## src/rtl/vx_perf_pkg.sv

```systemverilog
// Shared types and defaults for the memory-system performance counter engine.
package vx_perf_pkg;

  localparam int PERF_CTR_BITS = 44;

  typedef enum logic {
    IDLE = 1'b0,
    HOLD = 1'b1
  } snap_state_e;

  typedef enum logic [1:0] {
    CH_ICACHE = 2'd0,
    CH_DCACHE = 2'd1,
    CH_SMEM   = 2'd2,
    CH_MEM    = 2'd3
  } perf_chan_e;

endpackage

```

## src/rtl/vx_perf_acc.sv

```systemverilog
// Single perf accumulator: adds a zero-extended increment when enabled, with
// sticky carry-out flag; SATURATE selects wrap or clamp at all-ones.
module vx_perf_acc
  import vx_perf_pkg::*;
#(
  parameter int CTR_BITS = PERF_CTR_BITS,
  parameter int INC_BITS = 4,
  parameter int SATURATE = 0
) (
  input  logic                clk,
  input  logic                reset,
  input  logic                enable,
  input  logic                clear,
  input  logic [INC_BITS-1:0] inc,
  output logic [CTR_BITS-1:0] count,
  output logic                ovf
);

  logic [CTR_BITS-1:0] r_count;
  logic                r_ovf;
  logic [CTR_BITS:0]   w_sum;
  logic [CTR_BITS-1:0] w_next;

  assign w_sum = {1'b0, r_count} + {{(CTR_BITS + 1 - INC_BITS){1'b0}}, inc};

  always_comb begin
    w_next = w_sum[CTR_BITS-1:0];
    if ((SATURATE != 0) && w_sum[CTR_BITS]) begin
      w_next = '1;
    end
  end

  // clear wins over a same-cycle increment
  always_ff @(posedge clk or posedge reset) begin
    if (reset) begin
      r_count <= '0;
      r_ovf   <= 1'b0;
    end else if (clear) begin
      r_count <= '0;
      r_ovf   <= 1'b0;
    end else if (enable) begin
      r_count <= w_next;
      if (w_sum[CTR_BITS]) begin
        r_ovf <= 1'b1;
      end
    end
  end

  assign count = r_count;
  assign ovf   = r_ovf;

endmodule

```

## src/rtl/vx_perf_memsys_ctrs.sv

```systemverilog
// Multi-channel memory-system perf counters: per-channel event and latency
// accumulators, live outstanding-request tracking and a held snapshot port.
module vx_perf_memsys_ctrs
  import vx_perf_pkg::*;
#(
  parameter int NUM_CHANNELS = 4,
  parameter int CTR_BITS     = PERF_CTR_BITS,
  parameter int INC_BITS     = 4,
  parameter int PEND_BITS    = 8,
  parameter int SATURATE     = 0
) (
  input  logic                              clk,
  input  logic                              reset,
  input  logic                              enable,
  input  logic                              clear,
  input  logic [NUM_CHANNELS*INC_BITS-1:0]  evt_inc,
  input  logic [NUM_CHANNELS-1:0]           req_fire,
  input  logic [NUM_CHANNELS-1:0]           rsp_fire,
  input  logic                              snap_req,
  output logic                              snap_valid,
  input  logic                              snap_ready,
  output logic [NUM_CHANNELS*CTR_BITS-1:0]  snap_evt,
  output logic [NUM_CHANNELS*CTR_BITS-1:0]  snap_lat,
  output logic [NUM_CHANNELS*PEND_BITS-1:0] pending,
  output logic [NUM_CHANNELS-1:0]           overflow
);

  logic [NUM_CHANNELS*CTR_BITS-1:0] w_evt_cnt;
  logic [NUM_CHANNELS*CTR_BITS-1:0] w_lat_cnt;
  logic [NUM_CHANNELS-1:0]          w_evt_ovf;
  logic [NUM_CHANNELS-1:0]          w_lat_ovf;

  snap_state_e                      r_state;
  logic                             r_snap_valid;
  logic [NUM_CHANNELS*CTR_BITS-1:0] r_snap_evt;
  logic [NUM_CHANNELS*CTR_BITS-1:0] r_snap_lat;

  for (genvar c = 0; c < NUM_CHANNELS; c++) begin : g_chan
    logic [PEND_BITS-1:0] r_pend;

    // Pending tracks requests even while counting is disabled or cleared
    always_ff @(posedge clk or posedge reset) begin
      if (reset) begin
        r_pend <= '0;
      end else begin
        assert (!(rsp_fire[c] && !req_fire[c] && (r_pend == '0)))
          else $warning("vx_perf_memsys_ctrs: rsp_fire on channel %0d with no outstanding request", c);
        assert (!(req_fire[c] && !rsp_fire[c] && (r_pend == '1)))
          else $warning("vx_perf_memsys_ctrs: req_fire on channel %0d with pending counter full", c);
        if (req_fire[c] && !rsp_fire[c]) begin
          if (r_pend != '1) begin
            r_pend <= r_pend + PEND_BITS'(1);
          end
        end else if (rsp_fire[c] && !req_fire[c]) begin
          if (r_pend != '0) begin
            r_pend <= r_pend - PEND_BITS'(1);
          end
        end
      end
    end

    assign pending[c*PEND_BITS +: PEND_BITS] = r_pend;

    vx_perf_acc #(
      .CTR_BITS (CTR_BITS),
      .INC_BITS (INC_BITS),
      .SATURATE (SATURATE)
    ) u_evt_acc (
      .clk    (clk),
      .reset  (reset),
      .enable (enable),
      .clear  (clear),
      .inc    (evt_inc[c*INC_BITS +: INC_BITS]),
      .count  (w_evt_cnt[c*CTR_BITS +: CTR_BITS]),
      .ovf    (w_evt_ovf[c])
    );

    // Latency integrates the pending count as it stood before this cycle's update
    vx_perf_acc #(
      .CTR_BITS (CTR_BITS),
      .INC_BITS (PEND_BITS),
      .SATURATE (SATURATE)
    ) u_lat_acc (
      .clk    (clk),
      .reset  (reset),
      .enable (enable),
      .clear  (clear),
      .inc    (r_pend),
      .count  (w_lat_cnt[c*CTR_BITS +: CTR_BITS]),
      .ovf    (w_lat_ovf[c])
    );
  end

  assign overflow = w_evt_ovf | w_lat_ovf;

  // Capture takes the registered counters, so a same-cycle clear is not seen
  always_ff @(posedge clk or posedge reset) begin
    if (reset) begin
      r_state      <= IDLE;
      r_snap_valid <= 1'b0;
      r_snap_evt   <= '0;
      r_snap_lat   <= '0;
    end else begin
      case (r_state)
        IDLE: begin
          if (snap_req) begin
            r_snap_evt   <= w_evt_cnt;
            r_snap_lat   <= w_lat_cnt;
            r_snap_valid <= 1'b1;
            r_state      <= HOLD;
          end
        end
        HOLD: begin
          if (snap_ready) begin
            r_snap_valid <= 1'b0;
            r_state      <= IDLE;
          end
        end
        default: begin
          r_snap_valid <= 1'b0;
          r_state      <= IDLE;
        end
      endcase
    end
  end

  assign snap_valid = r_snap_valid;
  assign snap_evt   = r_snap_evt;
  assign snap_lat   = r_snap_lat;

endmodule

```

## config.mk

```make
export PLATFORM = sky130hd
export DESIGN_NAME = vx_perf_memsys_ctrs
export DESIGN_NICKNAME = d
export VERILOG_FILES = /design/src/rtl/vx_perf_pkg.sv /design/src/rtl/vx_perf_acc.sv /design/src/rtl/vx_perf_memsys_ctrs.sv
export SDC_FILE = /design/constraint.sdc
export NUM_CORES = 2
export LEC_CHECK = 0
export ABC_AREA = 1
export ABC_CLOCK_PERIOD_IN_PS = 40600
export CORE_ASPECT_RATIO = 0.8
export CORE_UTILIZATION = 45
export CTS_CLUSTER_SIZE = 25
export DETAILED_ROUTE_END_ITERATION = 16
export GPL_TIMING_DRIVEN = 0
export PLACE_DENSITY = 0.63
export SLEW_MARGIN = 40
export SYNTH_ARGS = -nofsm -noshare
export SYNTH_HDL_FRONTEND = slang
export SYNTH_SLANG_ARGS = --single-unit
```

## constraint.sdc

```tcl
create_clock -name clk -period 40.6 [get_ports clk]
set_clock_uncertainty 0.15 [all_clocks]
set_input_delay 10.15 -clock clk [delete_from_list [all_inputs] [get_ports clk]]
set_output_delay 10.15 -clock clk [all_outputs]
set_load 0.01 [all_outputs]
```

== Word-level counts from Yosys, hierarchy flattened ==
Index checks and enable logic that the tools add are counted.

* Logic and storage cells: 165
* Bits in registers: 746
* Input bits: 30
* Output and inout port bits: 389

* Reduce and logical (&&, ||, !) cells: 51
* Bitwise gates (word level): 2
* Multiplexer cells: 62
* Eq/ne operators: 10
* Add/sub/neg operators: 16

{| class="wikitable"
|+ Operators with widths
! cell !! count
|-
| $mux W44 || 16
|-
| $add A44 B4 Y45 || 4
|-
| $add A44 B8 Y45 || 4
|-
| $mux W8 || 16
|-
| $reduce_bool A2 Y1 || 17
|-
| $add A8 B1 Y8 const B || 4
|-
| $ne A8 B8 Y1 const B || 4
|-
| $reduce_bool A8 Y1 || 4
|-
| $sub A8 B1 Y8 const B || 4
|-
| $mux W1 || 28
|-
| $reduce_and A2 Y1 || 10
|-
| $reduce_and A3 Y1 || 4
|-
| $logic_and A1 B1 Y1 || 8
|-
| $logic_not A1 Y1 || 8
|-
| $ne A2 B1 Y1 const B || 4
|-
| $ne A2 B2 Y1 const B || 2
|-
| $or A4 B4 Y4 || 1
|-
| $pmux W1 S2 || 2
|-
| $not A1 Y1 || 1
|}

== Longest topological paths before layout ==
* Word-level depth: 4
* Mapped depth: 13
* Gate-level depth less buffers: 13

== Cells and area by module ==
A second synthesis with hierarchy kept.

* Cells, all modules: 5023
* Area, all modules: 42181.7 µm²

{| class="wikitable"
|+ Modules (own cells, without submodules)
! module !! cells an instance !! area each (µm²) !! sequential area each (µm²) !! instances
|-
| vx_perf_memsys_ctrs || 1175 || 16623.4 || 9659.3 || 1
|-
| vx_perf_acc (g_chan[0].u_lat_acc ...) || 499 || 3271.9 || 1126.1 || 3
|-
| vx_perf_acc (g_chan[0].u_evt_acc ...) || 464 || 3185.6 || 1126.1 || 2
|-
| vx_perf_acc (g_chan[1].u_evt_acc ...) || 463 || 3106.7 || 1126.1 || 2
|-
| vx_perf_acc (g_chan[1].u_lat_acc) || 497 || 3158.0 || 1126.1 || 1
|}

== Worst setup path before layout ==
Ideal clock, no wire load.

* Path kind: input port to flip-flop
* Start: input rsp_fire[3]
* End: register g_chan[3].r_pend[7]
* Slack: 28696 ps
* Data required time: 40334 ps
* Setup time: 116 ps
* Path buffers: 0
* Arrival: 11638 ps
* Cell stages on the path: 12
* Cells stage by stage: inv_1 ha_1 inv_1 ha_1 nand3_1 nand3_1 nand3_1 or2_2 nand3_1 nand2_1 nand2_1 nand2_1

* Cells in the longest elaborated chain, start to end: 4
* Elaborated cells on any way between the ends: 8
* Those cells by class: eq/ne (1); mux (1); reduce/logical (6)

{| class="wikitable"
|+ Ends and longest elaborated chain
! element !! RTL line !! source
|-
| from (decl) || vx_perf_memsys_ctrs.sv:18 || <nowiki>input logic [NUM_CHANNELS-1:0] rsp_fire,</nowiki>
|-
| $logic_not A1 Y1 || vx_perf_memsys_ctrs.sv:50 || <nowiki>if (req_fire[c] && !rsp_fire[c]) begin</nowiki>
|-
| $logic_and A1 B1 Y1 || vx_perf_memsys_ctrs.sv:50 ||
|-
| $ne A2 B1 Y1 (no source line) / $reduce_bool A2 Y1 (equally long branches) || n/a ||
|-
| $reduce_and A3 Y1 (no source line) || n/a ||
|-
| to (signal assigned) || vx_perf_memsys_ctrs.sv:52 || <nowiki>r_pend <= r_pend + PEND_BITS'(1);</nowiki>
|-
| to (signal assigned) || vx_perf_memsys_ctrs.sv:56 || <nowiki>r_pend <= r_pend - PEND_BITS'(1);</nowiki>
|-
| to (decl) || vx_perf_memsys_ctrs.sv:39 || <nowiki>logic [PEND_BITS-1:0] r_pend;</nowiki>
|}

Several ways; a longest one is shown, not always the timed one.
A chain may end at the register's enable or synchronous reset.

== Worst setup path after layout ==
* Start: input clear
* End: register g_chan[3].u_lat_acc.r_count[38]

* Cells in the longest elaborated chain, start to end: 1
* Elaborated cells on any way between the ends: 2
* Those cells by class: mux (1); reduce/logical (1)

{| class="wikitable"
|+ Ends and longest elaborated chain
! element !! RTL line !! source
|-
| from (decl) || vx_perf_memsys_ctrs.sv:15 || <nowiki>input logic clear,</nowiki>
|-
| $mux W44 / $reduce_bool A2 Y1 (equally long branches) || n/a ||
|-
| to (signal assigned) || vx_perf_acc.sv:42 || <nowiki>r_count <= w_next;</nowiki>
|-
| to (decl) || vx_perf_acc.sv:19 || <nowiki>logic [CTR_BITS-1:0] r_count;</nowiki>
|}

Several ways; a longest one is shown, not always the timed one.

==> flow_summary.ini <==
[setup_path]
crit_fanout = 10
worstPathArrival_ps = 13130
cp-start-kind = primary input
worstSetupPathType = primary input to register
required_ps = 41040
cp-end-kind = register

[synthesis]
synth_nets = 5295
synth_seq_area_share = 0.4774
synth_edf_count = 0
synth-xor-area-share = 0.01366
synth-main-ff-cell = dfrtp_1
synth_compound_area_frac = 0.09434
synthSimpleGateAreaFrac = 0.2964
postSynthCellCount = 5177
synthArstFlopShare = 1.000
synth_top_family_by_area = simple AND/OR/NAND/NOR gates
yosys_warnings = 0
synth-seq-cells = 746
synth.distinct_cells = 44
synthMuxAreaShare = 0.01037
postSynthAreaPerCell_um2 = 7.553
syn_area_mm2 = 0.03910
yosys.area_share.adder = 0.03046

[place]
place_area_mm2 = 0.04507
numPortBuffers = 417
hpwl_mm = 105.9
placedCellCount = 6734
gp_congestion = 0.9637

[cells_and_area]
drive_gt1_frac = 0.05923
design_area_mm2 = 0.04790
syn_to_final_growth_pct = 22.50
instances_no_fill = 6885
num-nets-final = 5808

[cts]
clkLatencyLatePin_ps = 660
cts_resized = 0
cts_hold_buf = 0
clk_pin_slew_ps = 70
cts_tree = built
postCtsSetupBuffers = 0
cts_sinks = 746
numCtsBuffers = 81
cts_root_buf = clkbuf_16
clock_path_buffers = 3
htreeDepth = 3

[sta]
whs_ps = 306.5
max_freq_ghz = 0.07881
finalSetupViolCount = 0
report.final.hold_viol_count = 0
finalCriticalPeriod_ps = 12690
worst_slew_margin_rel = 0.3610
rsz0062_at_grt = false
period_share = 0.3125
slew_viol_final = 0
worst_slew_pin_slew_ps = 958.5
fin_tns_setup_ps = 0

[floorplan]
die_w_um = 331.6
core_mm2 = 0.08588
rows = 96
die_h_um = 265.7
pin_count = 419
start_util = 0.4553
die-area_mm2 = 0.08808

[routing]
detail_route.iter0.violations = 3617
routedWlPerCell_um = 20.30
vias = 36880
detail-route-antenna-nets = 0
drcViolationCount = 0
vias_per_cell = 5.357
drt-total-wl_mm = 139.8
drt_pass1_iterations = 5

[global_route]
grt_pass1_wl_mm = 211.0
grt_pass1_vias = 34230
grt_max_degree = 77
overflow = 0
track_usage = 0.3150
antenna_found_initial = 8

[power_and_ir_drop]
peakVddDrop_uv = 25.75
p_per_area_mw_per_mm2 = 45.24
totalPowerFinal_mw = 2.167
leakage_nw = 21.56

[run]
maxCapViolations = 0

[hold_path]
min_path_type = register to register

[outcome]
status = finished clean
==> power breakdown <==
part           internal, mW  switching [mW]
Sequential            0.796          0.0681
Clock                 0.466           0.333
Combinational         0.207           0.296
Total                  1.47           0.697
==> placed cells by master (no fill, tap or decap), types with 36 or more instances in the layout <==
| master | n |
|---|---|
| o21ai_0 | 488 |
| inv_1 | 624 |
| xnor2_1 | 38 |
| nand3_1 | 273 |
| nor2_1 | 675 |
| nand2_1 | 1455 |
| dfrtp_1 | 746 |
| nand4_1 | 144 |
| ha_1 | 76 |
| mux2_2 | 36 |
| clkdlybuf4s50_1 | 417 |
| nor3_1 | 109 |
| buf_2 | 52 |
| clkbuf_1 | 69 |
| clkbuf_16 | 81 |
| a21oi_1 | 152 |
==> cell type report <==
class / instances / area (um^2)
antenna: 1 / 2.502
buffer: 149 / 703.2
clock buffer: 106 / 2261
clock inverter: 44 / 569.3
fill: 8078 / 37980
inverter: 628 / 2365
multi-input combinational: 3654 / 17410
sequential: 746 / 18670
tap: 1127 / 1410
timing repair buffer: 430 / 4508
==> registers in the layout (all words and copies together), names as in the netlist <==
| signal | flops |
|---|---|
| g_chan.u_evt_acc.count | 176 |
| g_chan.u_lat_acc.count | 176 |
| snap_evt | 176 |
| snap_lat | 176 |
| g_chan.r_pend | 32 |
| g_chan.u_evt_acc.ovf | 4 |
| g_chan.u_lat_acc.ovf | 4 |
| r_state | 1 |
| snap_valid | 1 |
==> worst max-delay path: stages <==
cell and delay, ps:
clkdlybuf4s50_1 630, nor2_4 650, buf_4 450, buf_2 510, buf_2 500, nand2_1 100
nand2_1 90
==> routing by layer <==
metal / share of wire / vias to the layer above / global-route usage / wire [um]
met4: 0.033 / 2 / 0.1031 / 4620
met3: 0.078 / 227 / 0.05424 / 10850
met2: 0.43 / 1357 / 0.4714 / 59930
li1: - / 17690 / - / -
met5: 0.000093 / - / 0 / 13
met1: 0.46 / 17600 / 0.4618 / 64360
==> path summary, 6_finish.rpt <==
path	startpoint	end	slack, ps	cells past startpoint
worst max-delay path	clear	g_chan[3].u_lat_acc.count[38]	27910	7
worst min-delay path	r_state	snap_valid	310	1
worst max register to register	r_state	snap_lat[84]	37880	7
worst min register to register	r_state	snap_valid	310	1
max in group asynchronous	reset	snap_evt[172]	28980	5
min in group asynchronous	reset	g_chan[3].r_pend[6]	9760	2
==> per-stage QoR <==
step                  util  setup slack (ps)
finish              0.5577             27910
global placement    0.5203            -413.0
floorplan                -              9366
detailed placement  0.5247             27360
CTS                 0.5577             28040
global route        0.5577             27960
==> cell families (layout without fill, tap and decap cells) <==
kind of cell	count (synthesis)	in the layout
simple gates	2758	2758
mux	36	36
xor+xnor	61	61
fa+ha+maj	88	88
compound gates	711	711
flops	746	746
buf+inv	777	1357
other cells	0	1
==> synth_stat cells (3+ instances only) <==
| cell type | count | area, um^2 |
|---|---|---|
| nand3_2 | 6 | 60.06 |
| o21ai_2 | 3 | 26.28 |
| clkbuf_1 | 82 | 307.8 |
| nor2_4 | 5 | 56.30 |
| nor4_1 | 6 | 37.54 |
| mux2_2 | 36 | 405.4 |
| or2_2 | 10 | 62.56 |
| ha_1 | 76 | 950.9 |
| nand4_1 | 144 | 900.9 |
| nor3_2 | 9 | 90.09 |
| buf_4 | 7 | 52.55 |
| a31oi_1 | 10 | 62.56 |
| inv_2 | 3 | 11.26 |
| o21bai_1 | 7 | 52.55 |
| fa_1 | 12 | 240.2 |
| and3_1 | 7 | 43.79 |
| buf_2 | 48 | 240.2 |
| a211oi_1 | 4 | 30.03 |
| nand3_1 | 273 | 1366 |
| o21ai_0 | 488 | 2442 |
| buf_1 | 9 | 33.78 |
| nand2_2 | 9 | 56.30 |
| o22ai_1 | 31 | 193.9 |
| o21a_1 | 13 | 97.59 |
| dfrtp_1 | 746 | 18670 |
| xor2_1 | 23 | 201.4 |
| nor3_1 | 109 | 545.5 |
| nor3b_1 | 6 | 45.04 |
| nand2_1 | 1455 | 5461 |
| xnor2_1 | 38 | 332.8 |
| nor2_1 | 675 | 2534 |
| and2_1 | 10 | 62.56 |
| buf_6 | 3 | 33.78 |
| nand3b_1 | 11 | 82.58 |
| a21oi_1 | 152 | 760.7 |
| nor2_2 | 15 | 93.84 |
| inv_1 | 625 | 2346 |
Note: power is estimated with default switching activity, not from simulation.
